## src/rtl/alu_pkg.sv

```systemverilog
// Shared definitions for the sequential ALU: opcodes, FSM states and NZCV flag indices.
package alu_pkg;

    localparam logic [3:0] ALU_AND   = 4'b0000;
    localparam logic [3:0] ALU_OR    = 4'b0001;
    localparam logic [3:0] ALU_ADD   = 4'b0010;
    localparam logic [3:0] ALU_LSL   = 4'b0011;
    localparam logic [3:0] ALU_LSR   = 4'b0100;
    localparam logic [3:0] ALU_SUB   = 4'b0110;
    localparam logic [3:0] ALU_PASSB = 4'b0111;
    localparam logic [3:0] ALU_MUL   = 4'b1000;

    typedef enum logic [1:0] {
        IDLE    = 2'd0,
        MUL_RUN = 2'd1,
        HOLD    = 2'd2
    } state_t;

    localparam int FLAG_V = 0;
    localparam int FLAG_C = 1;
    localparam int FLAG_Z = 2;
    localparam int FLAG_N = 3;

    // Packs individual flags into the NZCV bundle layout used by the flag register.
    function automatic logic [3:0] pack_nzcv(input logic n_f, input logic z_f,
                                             input logic c_f, input logic v_f);
        logic [3:0] f;
        f         = 4'b0000;
        f[FLAG_N] = n_f;
        f[FLAG_Z] = z_f;
        f[FLAG_C] = c_f;
        f[FLAG_V] = v_f;
        return f;
    endfunction

endpackage

```

## src/rtl/seq_alu_mul.sv

```systemverilog
// Iterative shift-add multiplier: one partial product per cycle, n cycles per product.
// done_o is asserted during the final step; product_o then holds the finished low n bits.
module seq_alu_mul #(
    parameter int n = 64
) (
    input  logic         clk,
    input  logic         rst,
    input  logic         start_i,
    input  logic [n-1:0] a_i,
    input  logic [n-1:0] b_i,
    output logic         done_o,
    output logic [n-1:0] product_o
);
    localparam int CW = $clog2(n);

    logic [n-1:0]  acc_q;
    logic [n-1:0]  mcand_q;
    logic [n-1:0]  mplier_q;
    logic [CW-1:0] cnt_q;
    logic          busy_q;
    logic [n-1:0]  acc_d;

    // Next accumulator value for the step taken at the coming edge.
    always_comb begin
        acc_d = acc_q;
        if (mplier_q[0]) begin
            acc_d = acc_q + mcand_q;
        end else begin
            acc_d = acc_q;
        end
    end

    // Operand latch on start, then one shift-add step per cycle while busy.
    always_ff @(posedge clk or posedge rst) begin
        if (rst) begin
            acc_q    <= '0;
            mcand_q  <= '0;
            mplier_q <= '0;
            cnt_q    <= '0;
            busy_q   <= 1'b0;
        end else if (start_i) begin
            acc_q    <= '0;
            mcand_q  <= a_i;
            mplier_q <= b_i;
            cnt_q    <= '0;
            busy_q   <= 1'b1;
        end else if (busy_q) begin
            acc_q    <= acc_d;
            mcand_q  <= mcand_q << 1;
            mplier_q <= mplier_q >> 1;
            cnt_q    <= cnt_q + {{(CW-1){1'b0}}, 1'b1};
            busy_q   <= (cnt_q != CW'(n - 1));
        end else begin
            busy_q   <= 1'b0;
        end
    end

    assign done_o    = busy_q && (cnt_q == CW'(n - 1));
    assign product_o = acc_d;

endmodule

```

## src/rtl/seq_alu.sv

```systemverilog
// Registered ALU with NZCV flags and valid/ready handshakes on request and result.
// Single-cycle ops complete in one cycle; MUL is delegated to the iterative multiplier.
module seq_alu
    import alu_pkg::*;
#(
    parameter int n  = 64,
    parameter int SW = $clog2(n)
) (
    input  logic          CLK,
    input  logic          Reset,
    input  logic          InValid,
    output logic          InReady,
    input  logic [n-1:0]  BusA,
    input  logic [n-1:0]  BusB,
    input  logic [SW-1:0] ShAmt,
    input  logic [3:0]    ALUCtrl,
    output logic          OutValid,
    input  logic          OutReady,
    output logic [n-1:0]  BusW,
    output logic          Zero,
    output logic          Negative,
    output logic          Carry,
    output logic          Overflow
);
    state_t       state_q;
    logic         in_ready_q;
    logic         out_valid_q;
    logic [n-1:0] bus_w_q;
    logic [3:0]   flags_q;

    logic         accept_s;
    logic         mul_start_s;
    logic         mul_done_s;
    logic [n-1:0] mul_prod_s;
    logic [n:0]   ext_s;
    logic [n-1:0] res_d;
    logic         carry_d;
    logic         ovf_d;

    assign accept_s    = InValid && in_ready_q;
    assign mul_start_s = accept_s && (ALUCtrl == ALU_MUL);

    seq_alu_mul #(.n(n)) u_mul (
        .clk       (CLK),
        .rst       (Reset),
        .start_i   (mul_start_s),
        .a_i       (BusA),
        .b_i       (BusB),
        .done_o    (mul_done_s),
        .product_o (mul_prod_s)
    );

    // Single-cycle result and C/V; the extra top (or bottom) bit of ext_s carries out.
    always_comb begin
        ext_s   = '0;
        res_d   = '0;
        carry_d = 1'b0;
        ovf_d   = 1'b0;
        case (ALUCtrl)
            ALU_AND:   res_d = BusA & BusB;
            ALU_OR:    res_d = BusA | BusB;
            ALU_PASSB: res_d = BusB;
            ALU_ADD: begin
                ext_s   = {1'b0, BusA} + {1'b0, BusB};
                res_d   = ext_s[n-1:0];
                carry_d = ext_s[n];
                ovf_d   = (BusA[n-1] == BusB[n-1]) && (ext_s[n-1] != BusA[n-1]);
            end
            ALU_SUB: begin
                // A + ~B + 1: carry out is the ARM no-borrow flag.
                ext_s   = {1'b0, BusA} + {1'b0, ~BusB} + {{n{1'b0}}, 1'b1};
                res_d   = ext_s[n-1:0];
                carry_d = ext_s[n];
                ovf_d   = (BusA[n-1] != BusB[n-1]) && (ext_s[n-1] != BusA[n-1]);
            end
            ALU_LSL: begin
                ext_s   = {1'b0, BusA} << ShAmt;
                res_d   = ext_s[n-1:0];
                carry_d = ext_s[n];
            end
            ALU_LSR: begin
                ext_s   = {BusA, 1'b0} >> ShAmt;
                res_d   = ext_s[n:1];
                carry_d = ext_s[0];
            end
            default: res_d = '0;
        endcase
    end

    // Control FSM with registered handshake, result and flag outputs.
    always_ff @(posedge CLK or posedge Reset) begin
        if (Reset) begin
            state_q     <= IDLE;
            in_ready_q  <= 1'b1;
            out_valid_q <= 1'b0;
            bus_w_q     <= '0;
            flags_q     <= pack_nzcv(1'b0, 1'b1, 1'b0, 1'b0);
        end else begin
            case (state_q)
                IDLE: begin
                    if (accept_s) begin
                        in_ready_q <= 1'b0;
                        if (ALUCtrl == ALU_MUL) begin
                            state_q <= MUL_RUN;
                        end else begin
                            state_q     <= HOLD;
                            out_valid_q <= 1'b1;
                            bus_w_q     <= res_d;
                            flags_q     <= pack_nzcv(res_d[n-1], (res_d == '0), carry_d, ovf_d);
                        end
                    end else begin
                        in_ready_q <= 1'b1;
                    end
                end
                MUL_RUN: begin
                    if (mul_done_s) begin
                        state_q     <= HOLD;
                        out_valid_q <= 1'b1;
                        bus_w_q     <= mul_prod_s;
                        flags_q     <= pack_nzcv(mul_prod_s[n-1], (mul_prod_s == '0), 1'b0, 1'b0);
                    end else begin
                        state_q <= MUL_RUN;
                    end
                end
                HOLD: begin
                    if (OutReady) begin
                        state_q     <= IDLE;
                        out_valid_q <= 1'b0;
                        in_ready_q  <= 1'b1;
                    end else begin
                        state_q <= HOLD;
                    end
                end
                default: begin
                    state_q     <= IDLE;
                    in_ready_q  <= 1'b1;
                    out_valid_q <= 1'b0;
                end
            endcase
        end
    end

    assign InReady  = in_ready_q;
    assign OutValid = out_valid_q;
    assign BusW     = bus_w_q;
    assign Negative = flags_q[FLAG_N];
    assign Zero     = flags_q[FLAG_Z];
    assign Carry    = flags_q[FLAG_C];
    assign Overflow = flags_q[FLAG_V];

endmodule

```

## config.mk

```make
export PLATFORM = sky130hd
export DESIGN_NAME = seq_alu
export DESIGN_NICKNAME = d
export VERILOG_FILES = /design/src/rtl/alu_pkg.sv /design/src/rtl/seq_alu_mul.sv /design/src/rtl/seq_alu.sv
export SDC_FILE = /design/constraint.sdc
export NUM_CORES = 2
export LEC_CHECK = 0
export CAP_MARGIN = 20
export CELL_PAD_IN_SITES_DETAIL_PLACEMENT = 0
export CELL_PAD_IN_SITES_GLOBAL_PLACEMENT = 2
export CORE_MARGIN = 2
export CORE_UTILIZATION = 40
export CTS_CLUSTER_SIZE = 16
export DETAILED_ROUTE_END_ITERATION = 7
export PLACE_DENSITY_LB_ADDON = 0.15
export REMOVE_ABC_BUFFERS = 1
export SYNTH_ARGS = -nofsm -noshare
export SYNTH_HDL_FRONTEND = slang
export SYNTH_HIERARCHICAL = 1
export SYNTH_SLANG_ARGS = --single-unit
```

## constraint.sdc

```tcl
create_clock -name CLK -period 16.05 [get_ports CLK]
set_input_delay 4.815 -clock CLK [delete_from_list [all_inputs] [get_ports CLK]]
set_output_delay 4.815 -clock CLK [all_outputs]
set_load 0.05 [all_outputs]
```

==> summary.txt <==
Run status
  – Status: finished, violations left
  – Failing checks: DRC, slew limit

Setup path
  – CP peak stage delay: 1.10 ns
  – Most Frequent Cell on Critical Path: o21ai_0
  – R2r setup slk: 10.26 ns
  – Worst setup EP type: register
  – Worst Setup SP: BusA[0]
  – Slowest-stage cell, CP: clkdlybuf4s50_1
  – Worst r2r src: u_mul/mcand_q[25]$_DFFE_PP0P_
  – CP Cell Sequence: clkdlybuf4s50_1 -> ha_1 -> inv_1 -> fa_1 -> nor2b_1 -> o211ai_1 -> a21o_1 -> a2111oi_0 -> or3_1 -> a21oi_1 -> o21ai_0 -> mux2i_1 -> o21ai_0 -> or4bb_1 -> nor4_1 -> nand4_1 -> nor2_1 -> a211o_1
  – CP Class: in2reg
  – Crit-path max FO: 11
  – Critical path required time: 16.57 ns
  – Worst Path Arrival: 12.05 ns
  – Startpoint types: input port
  – Reg2Reg Depth: 17
  – RR Endpoint: flags_q[2]$_DFFE_PP1P_

Yosys
  – Synth Area in Adders: 8.76%
  – Post-synth top area share: 17.0%
  – Primary FF master, synth: dfrtp_1
  – Post-synthesis sequential area ratio: 17.2%
  – Synth Cell Area: 39,400 sq um
  – Synth Area in XOR/XNOR: 2.02%
  – Compound-gate portion of the synthesized area: 28.1%
  – Main combinational cell family by area after synthesis: compound AO/OA/AOI/OAI gates
  – Synth Area per Inst: 7.66 sq um
  – Cell variety after synth: 122
  – Syn. warnings: 6
  – FFs w/ async S/R, synth: 100%
  – Simple-gate share of the synthesized area: 19.2%
  – Post-Synthesis Cells: 5,140
  – Mux share of post-synthesis cell area: 17.4%
  – Yosys reg bits: 270
  – Number of synthesized flops with an enable pin: 0
  – Area leader, netlist: dfrtp_1
  – Largest cells by area after synthesis: dfrtp_1 17%, ha_1 8.6%, mux2i_1 7.5%

Power
  – Reg power frac: 19.0%
  – Switching part of the total: 53.2%
  – Clk pwr share: 13.1%
  – Net switching power: 3.61 mW
  – Leakage: 18.3 nW
  – Power Density: 155 nW/um^2
  – Peak supply drop: 0.128 mV
  – Logic pwr share: 67.8%
  – Internal Power: 3.17 mW

Clock tree
  – CTS Hold Bufs: 0
  – CTS tree: yes
  – Worst skew pair latency: 0.66 ns
  – Clock Tree Buf Depth: 3
  – Clk pin slew, worst setup/hold paths: 0.05 ns
  – CTS H-tree depth: 2
  – Sink Count: 270
  – Post-CTS setup buffer count: 0
  – TritonCTS buffer count: 36
  – Post-CTS Resized: 0
  – Clock root buffer: clkbuf_16

Place
  – Gpl congestion: 1.11
  – IO buf count: 211
  – Area after DPL: 42,500 sq um
  – Pre-CTS setup slack: 4.42 ns
  – Detail Placement HPWL: 181 mm

Global route
  – First-pass GRT wire length: 328 mm
  – Total track usage: 45.0%
  – Pin count of the biggest net entering global routing: 186
  – Vias in the first global route: 42,200
  – Antenna violations before repair: 21
  – Grt total ovfl: 0

STA
  – Final setup vio count: 0
  – Max frequency: 0.0867 GHz
  – Minimum clock period: 11.53 ns
  – Final worst path period share: 71.8%
  – Final hold violation count: 0
  – RSZ-0062 raised after global routing: no
  – Worst Tran Pin Value: 1.65 ns
  – Smallest setup slack after layout: 4.52 ns
  – Slew Viols, Final: 4
  – Worst Skew: 0.0815 ns
  – Slew margin rel.: -10.3%

Route
  – Iter 0 DRT Violations: 6,963
  – Vias: 45,300
  – First-pass iteration count of the detailed router: 8
  – Antenna viol nets, final: 0
  – Routed vias/inst: 7.02
  – Wire per inst: 36.7 um
  – Wirelength, routed: 237 mm
  – # DRC: 9

Min path
  – Hold Path Sink: BusW[37]$_DFFE_PP0P_
  – Beginning of the worst hold path: BusW[37]$_DFFE_PP0P_
  – Hold Path Class: reg2reg
  – Hold Path Depth: 2

Die
  – I/O pin total: 212
  – Die area: 101,000 sq um
  – Die H: 318 um
  – Die Width: 318 um
  – Num rows: 115
  – Core area: 98,000 sq um
  – Initial Util: 40.2%

Layout
  – Proportion of layout cells with a drive suffix above 1: 10.9%
  – Register area: 6760 sq um
  – Fill count: 10,000
  – Design Area, Final: 43,800 sq um
  – Area Overhead vs Synth: 11.3%
  – # nets final: 5,555
  – Multi-input gate area: 29,800 sq um

Run
  – Max-cap violations: 0
==> registers in the layout (all words and copies together) (netlist names) <==
signal          cells
flags_q             3
u_mul/acc_q        64
OutValid            1
u_mul/cnt_q         6
BusW               64
state_q             2
u_mul/mcand_q      64
u_mul/busy_q        1
u_mul/mplier_q     64
InReady             1
==> final cells by class <==
type                            count  share of cell area, %
Multi-Input combinational cell   4208                   68.1
Sequential cell                   270                   15.4
Antenna cell                        8                 0.0457
Inverter                          249                   2.17
Tap cell                         1287                   3.67
Timing Repair Buffer              374                   7.72
Clock inverter                     12                  0.465
Clock buffer                       51                   2.39
==> worst max-delay path: cells and delay by family <==
| family | cells | cell delay [ns] |
|---|---|---|
| multiplexers | 1 | 0.28 |
| AND/OR/NAND/NOR | 6 | 1.29 |
| buffers and inverters | 2 | 1.17 |
| adder cells (fa/ha/maj) | 2 | 0.73 |
| AO/OA/AOI/OAI | 7 | 3.74 |
==> cells in the final DEF (no fill, tap or decap), drive strengths merged, types with 42 or more instances in the layout <==
master,n
nand2,637
o21ai,448
nor2,405
a21oi,394
mux2i,297
ha,271
dfrtp,268
inv,248
clkdlybuf4s50,205
buf,166
mux2,120
nand3,115
mux4,111
nor3,102
nand4,80
o22ai,69
a21o,69
nor4,66
a22oi,62
xnor2,61
o211ai,54
clkbuf,54
a211oi,53
o221ai,50
o31ai,50
a31oi,48
a221oi,48
o21bai,43
nor2b,42
==> logic make-up after synthesis <==
family | Yosys count
AO/OA/AOI/OAI | 1683
multiplexers | 528
flip-flops | 270
AND/OR/NAND/NOR | 1632
XOR/XNOR | 91
buffers and inverters | 662
adder cells (fa/ha/maj) | 274
==> stage by stage <==
| step | total power, mW | hold slack (ns) | utilization [%] | TNS (ns) | instances |
|---|---|---|---|---|---|
| floorplan | 4.29 | 0.493 | - | -30.24 | 4727 |
| global placement | 5.69 | 0.457 | 43.3 | 0 | 6377 |
| detailed placement | 5.73 | 0.465 | 43.4 | 0 | 6382 |
| CTS | 6.67 | 0.478 | 44.6 | 0 | 6445 |
| global route | 7.13 | 0.494 | 44.7 | 0 | 6451 |
| finish | 6.78 | 0.473 | 44.7 | 0 | 6459 |
==> worst max-delay path by stage <==
stage | endpoint | cells after the start | slack, ns
after floorplan | u_mul/acc_q[32]$_DFFE_PP0P_ | 6 | -2.28
after global placement | flags_q[2]$_DFFE_PP1P_ | 16 | 4.26
after detailed placement | flags_q[2]$_DFFE_PP1P_ | 16 | 4.42
after CTS | flags_q[2]$_DFFE_PP1P_ | 16 | 5.05
after global routing | flags_q[2]$_DFFE_PP1P_ | 16 | 4.82
final | flags_q[2]$_DFFE_PP1P_ | 18 | 4.52
==> layer usage <==
| metal | up-vias | wire (um) | track usage [%] | part of all wire, % |
|---|---|---|---|---|
| met2 | 3272 | 96500 | 64.9 | 41 |
| met5 | - | 137 | 0 | 0.058 |
| met4 | 20 | 15100 | 23.8 | 6.4 |
| met1 | 22100 | 94200 | 58.1 | 40 |
| li1 | 19200 | - | - | - |
| met3 | 728 | 31000 | 16.6 | 13 |
==> Yosys cell counts, drive strengths merged, types with 54 or more instances <==
master    n
a21oi   394
nor2    405
nand2   637
o22ai    69
xnor2    61
a21o     69
ha      271
o21ai   448
buf     157
clkbuf  255
mux2i   297
nor4     66
dfrtp   268
mux2    120
o211ai   54
nand4    80
nor3    102
a22oi    62
inv     249
mux4    111
nand3   115
==> power groups by stage <==
stage / sequential (mW) / combinational [mW] / clock [mW]
floorplan: 1.55 / 2.74 / 0
global placement: 1.28 / 4.41 / 0
detailed placement: 1.29 / 4.44 / 0
CTS: 1.28 / 4.47 / 0.915
global route: 1.33 / 4.87 / 0.929
finish: 1.29 / 4.60 / 0.891
Power figures use the tool's default switching activity.
